===== src/rtl/core_pkg.sv =====
// Shared types and instruction-field helpers for the two-stage pipe_core processor.
package core_pkg;

  typedef enum logic [2:0] {
    OP_ADD  = 3'b000,
    OP_SUB  = 3'b001,
    OP_AND  = 3'b010,
    OP_XOR  = 3'b011,
    OP_LD   = 3'b100,
    OP_ST   = 3'b101,
    OP_BNZ  = 3'b110,
    OP_HALT = 3'b111
  } op_t;

  typedef enum logic [1:0] {
    IDLE = 2'd0,
    RUN  = 2'd1,
    DONE = 2'd2
  } run_t;

  // Field offsets for the default 9-bit / 8-register configuration
  localparam int unsigned DEF_IW = 9;
  localparam int unsigned DEF_A  = 3;
  localparam int unsigned OP_LSB = DEF_IW - 3;
  localparam int unsigned RA_LSB = DEF_IW - 3 - DEF_A;
  localparam int unsigned RB_LSB = DEF_IW - 3 - 2 * DEF_A;

  function automatic int unsigned opLsb(input int unsigned iw);
    return iw - 3;
  endfunction

  function automatic int unsigned raLsb(input int unsigned iw, input int unsigned a);
    return iw - 3 - a;
  endfunction

  function automatic int unsigned rbLsb(input int unsigned iw, input int unsigned a);
    return iw - 3 - 2 * a;
  endfunction

endpackage


===== src/rtl/core_regfile.sv =====
// 2**A x W register file: two combinational read ports, one write port, sync active-low clear.
module core_regfile #(
  parameter int unsigned W = 8,
  parameter int unsigned A = 3
) (
  input  logic         clk,
  input  logic         clearN,
  input  logic [A-1:0] rdAddrA,
  input  logic [A-1:0] rdAddrB,
  output logic [W-1:0] rdDataA,
  output logic [W-1:0] rdDataB,
  input  logic         wrEn,
  input  logic [A-1:0] wrAddr,
  input  logic [W-1:0] wrData
);

  localparam int unsigned DEPTH = 2 ** A;

  logic [W-1:0] regs [DEPTH];

  always_ff @(posedge clk) begin
    if (!clearN) begin
      for (int unsigned i = 0; i < DEPTH; i++) begin
        regs[i] <= '0;
      end
    end else if (wrEn) begin
      regs[wrAddr] <= wrData;
    end
  end

  assign rdDataA = regs[rdAddrA];
  assign rdDataB = regs[rdAddrB];

endmodule


===== src/rtl/pipe_core.sv =====
// Two-stage (fetch/execute) 9-bit processor core with Start/Ack run control.
// Define CORE_CYCLE_COUNT_EN to build the saturating execute-cycle counter on CycleCt.
module pipe_core
  import core_pkg::*;
#(
  parameter int unsigned W   = 8,
  parameter int unsigned A   = 3,
  parameter int unsigned PCW = 10,
  parameter int unsigned IW  = 9
) (
  input  logic           Clk,
  input  logic           Reset,
  input  logic           Start,
  input  logic [PCW-1:0] StartAddr,
  output logic [PCW-1:0] InstAddr,
  input  logic [IW-1:0]  InstData,
  output logic [W-1:0]   MemAddr,
  output logic [W-1:0]   MemWrData,
  output logic           MemWrEn,
  input  logic [W-1:0]   MemRdData,
  output logic           Ack,
  output logic [15:0]    CycleCt
);

  localparam int unsigned OPL = opLsb(IW);
  localparam int unsigned RAL = raLsb(IW, A);
  localparam int unsigned RBL = rbLsb(IW, A);
  localparam int unsigned TW  = (W < PCW) ? W : PCW;
  localparam logic [PCW-1:0] PC_ONE = {{(PCW-1){1'b0}}, 1'b1};

  run_t           state;
  logic [PCW-1:0] pc;
  logic [IW-1:0]  ir;
  logic           irv;
  logic           ack;

  op_t            op;
  logic [A-1:0]   ra;
  logic [A-1:0]   rb;
  logic [W-1:0]   rdA;
  logic [W-1:0]   rdB;
  logic [W-1:0]   aluY;
  logic           wrOp;
  logic           wrEn;
  logic           exec;
  logic           brTaken;
  logic           halt;
  logic           startOk;
  logic [PCW-1:0] brTarget;

  assign op = op_t'(ir[OPL +: 3]);
  assign ra = ir[RAL +: A];
  assign rb = ir[RBL +: A];

  assign exec    = irv && (state == RUN);
  assign startOk = Start && ((state == IDLE) || (state == DONE));

  core_regfile #(
    .W(W),
    .A(A)
  ) uRegs (
    .clk    (Clk),
    .clearN (Reset),
    .rdAddrA(ra),
    .rdAddrB(rb),
    .rdDataA(rdA),
    .rdDataB(rdB),
    .wrEn   (wrEn),
    .wrAddr (ra),
    .wrData (aluY)
  );

  always_comb begin
    aluY = '0;
    wrOp = 1'b0;
    case (op)
      OP_ADD: begin aluY = rdA + rdB;  wrOp = 1'b1; end
      OP_SUB: begin aluY = rdA - rdB;  wrOp = 1'b1; end
      OP_AND: begin aluY = rdA & rdB;  wrOp = 1'b1; end
      OP_XOR: begin aluY = rdA ^ rdB;  wrOp = 1'b1; end
      OP_LD:  begin aluY = MemRdData;  wrOp = 1'b1; end
      default: ;
    endcase
  end

  // Branch target is R[rb] zero-extended or truncated to the PC width
  always_comb begin
    brTarget = '0;
    brTarget[TW-1:0] = rdB[TW-1:0];
  end

  assign wrEn    = exec && wrOp;
  assign brTaken = exec && (op == OP_BNZ) && (rdA != '0);
  assign halt    = exec && (op == OP_HALT);

  assign InstAddr  = pc;
  assign MemAddr   = rdB;
  assign MemWrData = rdA;
  assign MemWrEn   = exec && (op == OP_ST);
  assign Ack       = ack;

  always_ff @(posedge Clk) begin
    if (!Reset) begin
      state <= IDLE;
      pc    <= '0;
      ir    <= '0;
      irv   <= 1'b0;
      ack   <= 1'b0;
    end else begin
      case (state)
        IDLE, DONE: begin
          if (startOk) begin
            state <= RUN;
            pc    <= StartAddr;
            irv   <= 1'b0;
            ack   <= 1'b0;
          end
        end
        RUN: begin
          if (halt) begin
            state <= DONE;
            ack   <= 1'b1;
            irv   <= 1'b0;
          end else if (brTaken) begin
            pc  <= brTarget;
            irv <= 1'b0;
          end else begin
            ir  <= InstData;
            irv <= 1'b1;
            pc  <= pc + PC_ONE;
          end
        end
        default: state <= IDLE;
      endcase
    end
  end

`ifdef CORE_CYCLE_COUNT_EN
  logic [15:0] cycleCt;

  always_ff @(posedge Clk) begin
    if (!Reset) begin
      cycleCt <= '0;
    end else if (startOk) begin
      cycleCt <= '0;
    end else if ((state == RUN) && (cycleCt != '1)) begin
      cycleCt <= cycleCt + 16'd1;
    end
  end

  assign CycleCt = cycleCt;
`else
  assign CycleCt = '0;
`endif

endmodule


===== config.mk =====
export PLATFORM = sky130hd
export DESIGN_NAME = pipe_core
export DESIGN_NICKNAME = d
export VERILOG_FILES = /design/src/rtl/core_pkg.sv /design/src/rtl/core_regfile.sv /design/src/rtl/pipe_core.sv
export SDC_FILE = /design/constraint.sdc
export NUM_CORES = 1
export LEC_CHECK = 0
export CORE_ASPECT_RATIO = 1.2
export CORE_MARGIN = 3
export CORE_UTILIZATION = 50
export DETAILED_ROUTE_END_ITERATION = 8
export PLACE_DENSITY = 0.73
export SLEW_MARGIN = 10
export SYNTH_ARGS = -nofsm -noshare
export SYNTH_HDL_FRONTEND = slang
export SYNTH_HIERARCHICAL = 1
export SYNTH_SLANG_ARGS = --single-unit

===== constraint.sdc =====
create_clock -name Clk -period 3.8 [get_ports Clk]
set_input_delay 0.38 -clock Clk [delete_from_list [all_inputs] [get_ports Clk]]
set_output_delay 0.38 -clock Clk [all_outputs]
set_load 0.01 [all_outputs]

# After elaboration in Yosys (flattened, before gate mapping)
# Memories as Yosys holds them, arrays and structs flattened. A register that Yosys moved wholly into a read port is not among the register bits.
# Index checks and enable logic that the tools add are counted.
word_totals:
  ff_bits: 23
  ram_bits: 64
  output_inout_bits: 44
  memories: 1
memory_table:
  columns: ["memory", "words", "width", "read_ports", "rd_ports_with_merged_regs", "wr", "line", "source"]
  rows:
  - ["uRegs.regs", 8, 8, 2, 2, 8, "core_regfile.sv:19", "logic [W-1:0] regs [DEPTH];"]
classes:
  eq_ne: 12
  add_sub_neg: 3
  muxes: 26
  bitwise: 4
  reduce_logical: 20
op_table:
  columns: ["op", "n"]
  rows:
  - ["8-bit case mux with 5 select lines", 1]
  - ["10-bit two-way mux", 3]
  - ["10-bit case mux with 2 select lines", 1]
  - ["3-bit two-way mux", 5]
  - ["3-bit == test, second input constant", 4]
  - ["10-bit by 1-bit adder with 10-bit output, second input constant", 1]
  - ["1-bit two-way mux", 10]
  - ["3-bit AND reduction", 3]
  - ["8-bit adder", 1]
  - ["8-bit AND", 1]
  - ["8-bit two-way mux", 1]
  - ["8-bit nonzero test", 1]
  - ["8-bit OR reduction", 1]
  - ["8-bit subtractor", 1]
  - ["8-bit bitwise XOR", 1]
  - ["1-bit logical AND", 7]
  - ["3-bit by 2-bit == test with 1-bit output, second input constant", 2]
  - ["2-bit != test, second input constant", 3]
  - ["5-bit OR reduction", 1]
  - ["2-bit two-way mux", 2]
  - ["1-bit case mux with 2 select lines", 2]
  - ["2-bit case mux with 2 select lines", 1]
  - ["2-bit AND reduction", 2]
  - ["3-bit by 1-bit == test with 1-bit output, second input constant", 1]
  - ["other kinds (8)", 9]

# Longest topological paths before layout
# Gate-level depths: netlist of the first run.
logic_depth:
  word_depth: 9
  depth_mapped: 17
  depth_no_buf: 15

# Cells and area by module
# The synthesis of the first run kept the hierarchy.
modules_own_cells:
  columns: ["mod", "n_inst", "area_per_inst_um2", "cells_per_inst", "seq_area_each_um2"]
  rows:
  - ["core_regfile", 1, 3527.1, 223, 1921.8]
  - ["pipe_core", 1, 2074.5, 259, 460.4]

# Worst setup path before layout of the first run
# Ideal clock, no wire load.
synth_timing:
  kind: "register -> register"
  from: "register ir[0] (netlist name)"
  to: "memory uRegs.regs[0][7] (data pin)"
  t_required_ps: 3624
  synth_period_minus_slack_ps: 3731
  arrival_ps: 3555
  path_stages_with_launch: 18
  path_slack_ps: 69
  path_cell_list: "dfxtp_1 > buf_6 > buf_12 > mux4_1 > mux2_2 > inv_1 > ha_1 > mux2_2 > inv_1 > ha_1 > nor2b_1 > o211ai_1 > a21boi_0 > o41ai_1 > xnor2_1 > o221ai_1 > inv_1 > nor4_1"
synth_rtl:
  columns: ["item", "line"]
  rows:
  - ["end: declaration", "core_regfile.sv:19"]

==> flow_summary.json, run 1 <==
{
  "synth_top_family_by_area": "multiplexers",
  "port_buffers": 57,
  "slew_violations": 0,
  "synth_area_mm2": 0.00560,
  "finalSetupViolations": 0,
  "die_w_um": 103,
  "insertion_delay_ps": 340,
  "layout_common_cells": "64 x edfxtp_1, 57 x clkdlybuf4s50_1, 51 x buf_4",
  "synth_xor_area_share_pct": 2.66,
  "wl_per_cell_um": 23.4,
  "yosysWarningCount": 6,
  "synthToLayoutAreaGrowth_pct": 23.5,
  "dpl.hpwl_um": 11300,
  "required_ps": 3970,
  "placed_cell_area_mm2": 0.00644,
  "cts-htree-levels": 3,
  "cp_common_cell": "o21a_1",
  "synth_area_leader_cell": "edfxtp_1",
  "synthSimpleGateAreaFrac_pct": 13.6,
  "ant_nets": 0,
  "synthCells": 482,
  "dieArea_mm2": 0.0125,
  "grt_use_met3_pct": 4.12,
  "wl_um": 16300,
  "period_needed_ps": 3740,
  "routabilityCongestion": 0.899,
  "dr.first_iter.drc_count": 211,
  "cp_slowest_cell": "mux4_1",
  "worst_pin_slew_ps": 907,
  "grt_max_degree": 37,
  "postCtsHoldBufs": 0,
  "grt.busiest_layer": "met2",
  "power.leakage_uw": 0.00256,
  "peakVddDrop_v": 0.000205,
  "crit_family": "compound AO/OA/AOI/OAI gates",
  "post-route-drc-count": 0,
  "cts_tree": "done",
  "max_stage_delay_ps": 550,
  "cts_buffer_depth": 2,
  "skew_ps": 5.46,
  "path_max_fanout": 10,
  "use_met2_pct": 47.1,
  "path_buf_inv": 3,
  "maxSlewHeadroom_pct": 39.6,
  "hp-class": "reg2reg",
  "cts-root-buf": "clkbuf_16",
  "antenna_found_initial": 0,
  "outcome": "finished, final reports clean",
  "cp-end-kind": "register",
  "final.period_utilization_pct": 98.4,
  "ys_ff_latch": 87,
  "final_common_cell": "edfxtp_1",
  "yosys-top-cells-area": "edfxtp_1 34%, mux4_1 14%, dfxtp_1 8.2%, nor3_1 4.7%, ha_1 3.8%",
  "core_area_mm2": 0.0107,
  "die_h_um": 122,
  "grt_pass1_vias": 4535,
  "synthAdderAreaFrac_pct": 4.15,
  "nets": 612,
  "synth_ff_type": "edfxtp_1",
  "yosys-mux-area-fraction_pct": 21.3,
  "fin_area_mm2": 0.00692,
  "arrival_ps": 3900,
  "pin_count": 74,
  "clkTransAtPathRegs_ps": 60,
  "route.vias.total": 4473,
  "path_class": "reg2reg",
  "row_count": 41,
  "cp_cell_sequence": "buf_12 -> mux4_1 -> mux2_2 -> nor3_4 -> nor2_1 -> xnor2_1 -> ha_1 -> buf_4 -> o21a_1 -> o21a_1 -> o21a_1 -> o21a_1 -> o31ai_2 -> inv_2 -> nor3_1",
  "clock-sinks": 87,
  "track_usage_pct": 26.3,
  "drive_gt1_share_pct": 22.4,
  "place_ws_ps": -302,
  "synth_cell_type_count": 53,
  "synth_compound_area_share_pct": 8.51,
  "grtUsageMet1_pct": 29.9,
  "viasPerCell": 6.42,
  "synth_top_area_share_pct": 34.3,
  "start_util_pct": 52.2,
  "fmax_mhz": 268,
  "drv_cap": 0,
  "grt.overflow.total": 0,
  "diodes": 0,
  "firstDrtPassIters": 5,
  "ys_async_sr_fraction_pct": 0,
  "hold_viol": 0,
  "grt_first_pass_wirelength_um": 24500,
  "cts_made_buffers": 9,
  "startpoint_type": "register",
  "synth_edf_count": 64,
  "fillCellCount": 799,
  "power.density_mw_per_mm2": 423,
  "rsz0062_at_grt": "true",
  "avgSynthCellArea_um2": 11.6,
  "ys_seq_area_share_pct": 42.5,
  "setup_slack_ps": 61.7
}
## Yosys cell counts (2+ instances only)
master,count
o211ai_1,2
xor2_1,5
edfxtp_1,64
nor2_1,16
dfxtp_1,23
mux4_1,29
ha_1,17
o21ai_0,24
nor2b_1,10
mux2_2,18
nand3_1,10
inv_1,21
buf_6,3
xnor2_1,12
and3_1,5
buf_2,6
o211a_1,2
nand2b_1,9
a31oi_1,6
o31ai_1,4
buf_12,2
nor3_1,53
buf_4,16
o221ai_1,4
mux2i_1,16
or3_1,2
clkbuf_1,21
mux4_2,3
nand2_1,16
o221a_1,2
buf_1,6
a21oi_1,11
or4_1,2
nor4_1,18
o21a_1,5
nor3b_1,2
## stage by stage
step | hold WS, ps | cells | TNS, ps | power [uW] | utilization [%]
floorplan | 464 | 497 | 0 | 1670 | -
global placement | 464 | 679 | -1660 | 1980 | 60.1
detailed placement | 463 | 679 | -3180 | 2000 | 60.1
CTS | 471 | 696 | 0 | 2870 | 63.5
global route | 512 | 697 | -669 | 3050 | 64.5
finish | 469 | 697 | 0 | 2920 | 64.5
## path summary, 6_finish.rpt
kind,start,endpoint,slack [ps],cells after the start
worst max-delay path,ir[0],uRegs/regs[7][6],60,15
worst min-delay path,InstAddr[9],InstAddr[9],470,2
worst max register to register,ir[0],uRegs/regs[7][6],60,15
worst min register to register,InstAddr[9],InstAddr[9],470,2
## where the power goes
group	switching [uW]	total [uW]	internal, uW
combinational	556	1010	451
clock	370	807	437
sequential	49.3	1110	1060
total	974	2920	1950
## worst min-delay path, stage by stage (launching register included)
cell	delay, ps
dfxtp_1	320
nand3_1	60
o21ai_1	50
## sequential cells by signal, summed over array words and instances (netlist names)
signal      cells
uRegs/regs     64
InstAddr       10
ir              9
state           2
Ack             1
irv             1
## cell families (layout without fill, tap and decap cells)
kind of cell | Yosys count | count (layout)
adder cells (fa/ha/maj) | 18 | 18
XOR/XNOR | 17 | 17
flip-flops | 87 | 87
buffers and inverters | 75 | 146
AO/OA/AOI/OAI | 72 | 72
other | 1 | 16
AND/OR/NAND/NOR | 146 | 146
multiplexers | 66 | 66
## layout make-up
class | instances | area [um^2] | share of cell area, %
clock inverter | 6 | 37.5 | 0.543
sequential | 87 | 2390 | 34.5
tap | 129 | 161 | 2.33
clock buffer | 9 | 225 | 3.26
multi-input combinational | 335 | 3040 | 44.0
timing repair buffer | 110 | 985 | 14.2
inverter | 21 | 81.3 | 1.18
## routing by layer
layer / vias up / routed length (um)
li1: 1998 / -
met1: 2222 / 6080
met2: 201 / 8610
met3: 52 / 952
met4: 0 / 674
met5: - / 0
## repair_timing
item | 4_1_cts | 5_1_grt
setup buffers | 2 | 1
endpoints found under the setup margin | 25 | 26
gates resized for setup | 30 | 22
pin swaps | 10 | 10
Power figures use the tool's default switching activity.
==> run 2: changes to the inputs <==
--- a/config.mk
+++ b/config.mk
@@ -8,6 +8,7 @@
 export CORE_ASPECT_RATIO = 1.2
 export CORE_MARGIN = 3
 export CORE_UTILIZATION = 50
+export CTS_CLUSTER_DIAMETER = 120
 export DETAILED_ROUTE_END_ITERATION = 8
 export PLACE_DENSITY = 0.73
 export SLEW_MARGIN = 10
==> results of run 2 <==
Final layout, timing and power as in run 1 (identical DEF).
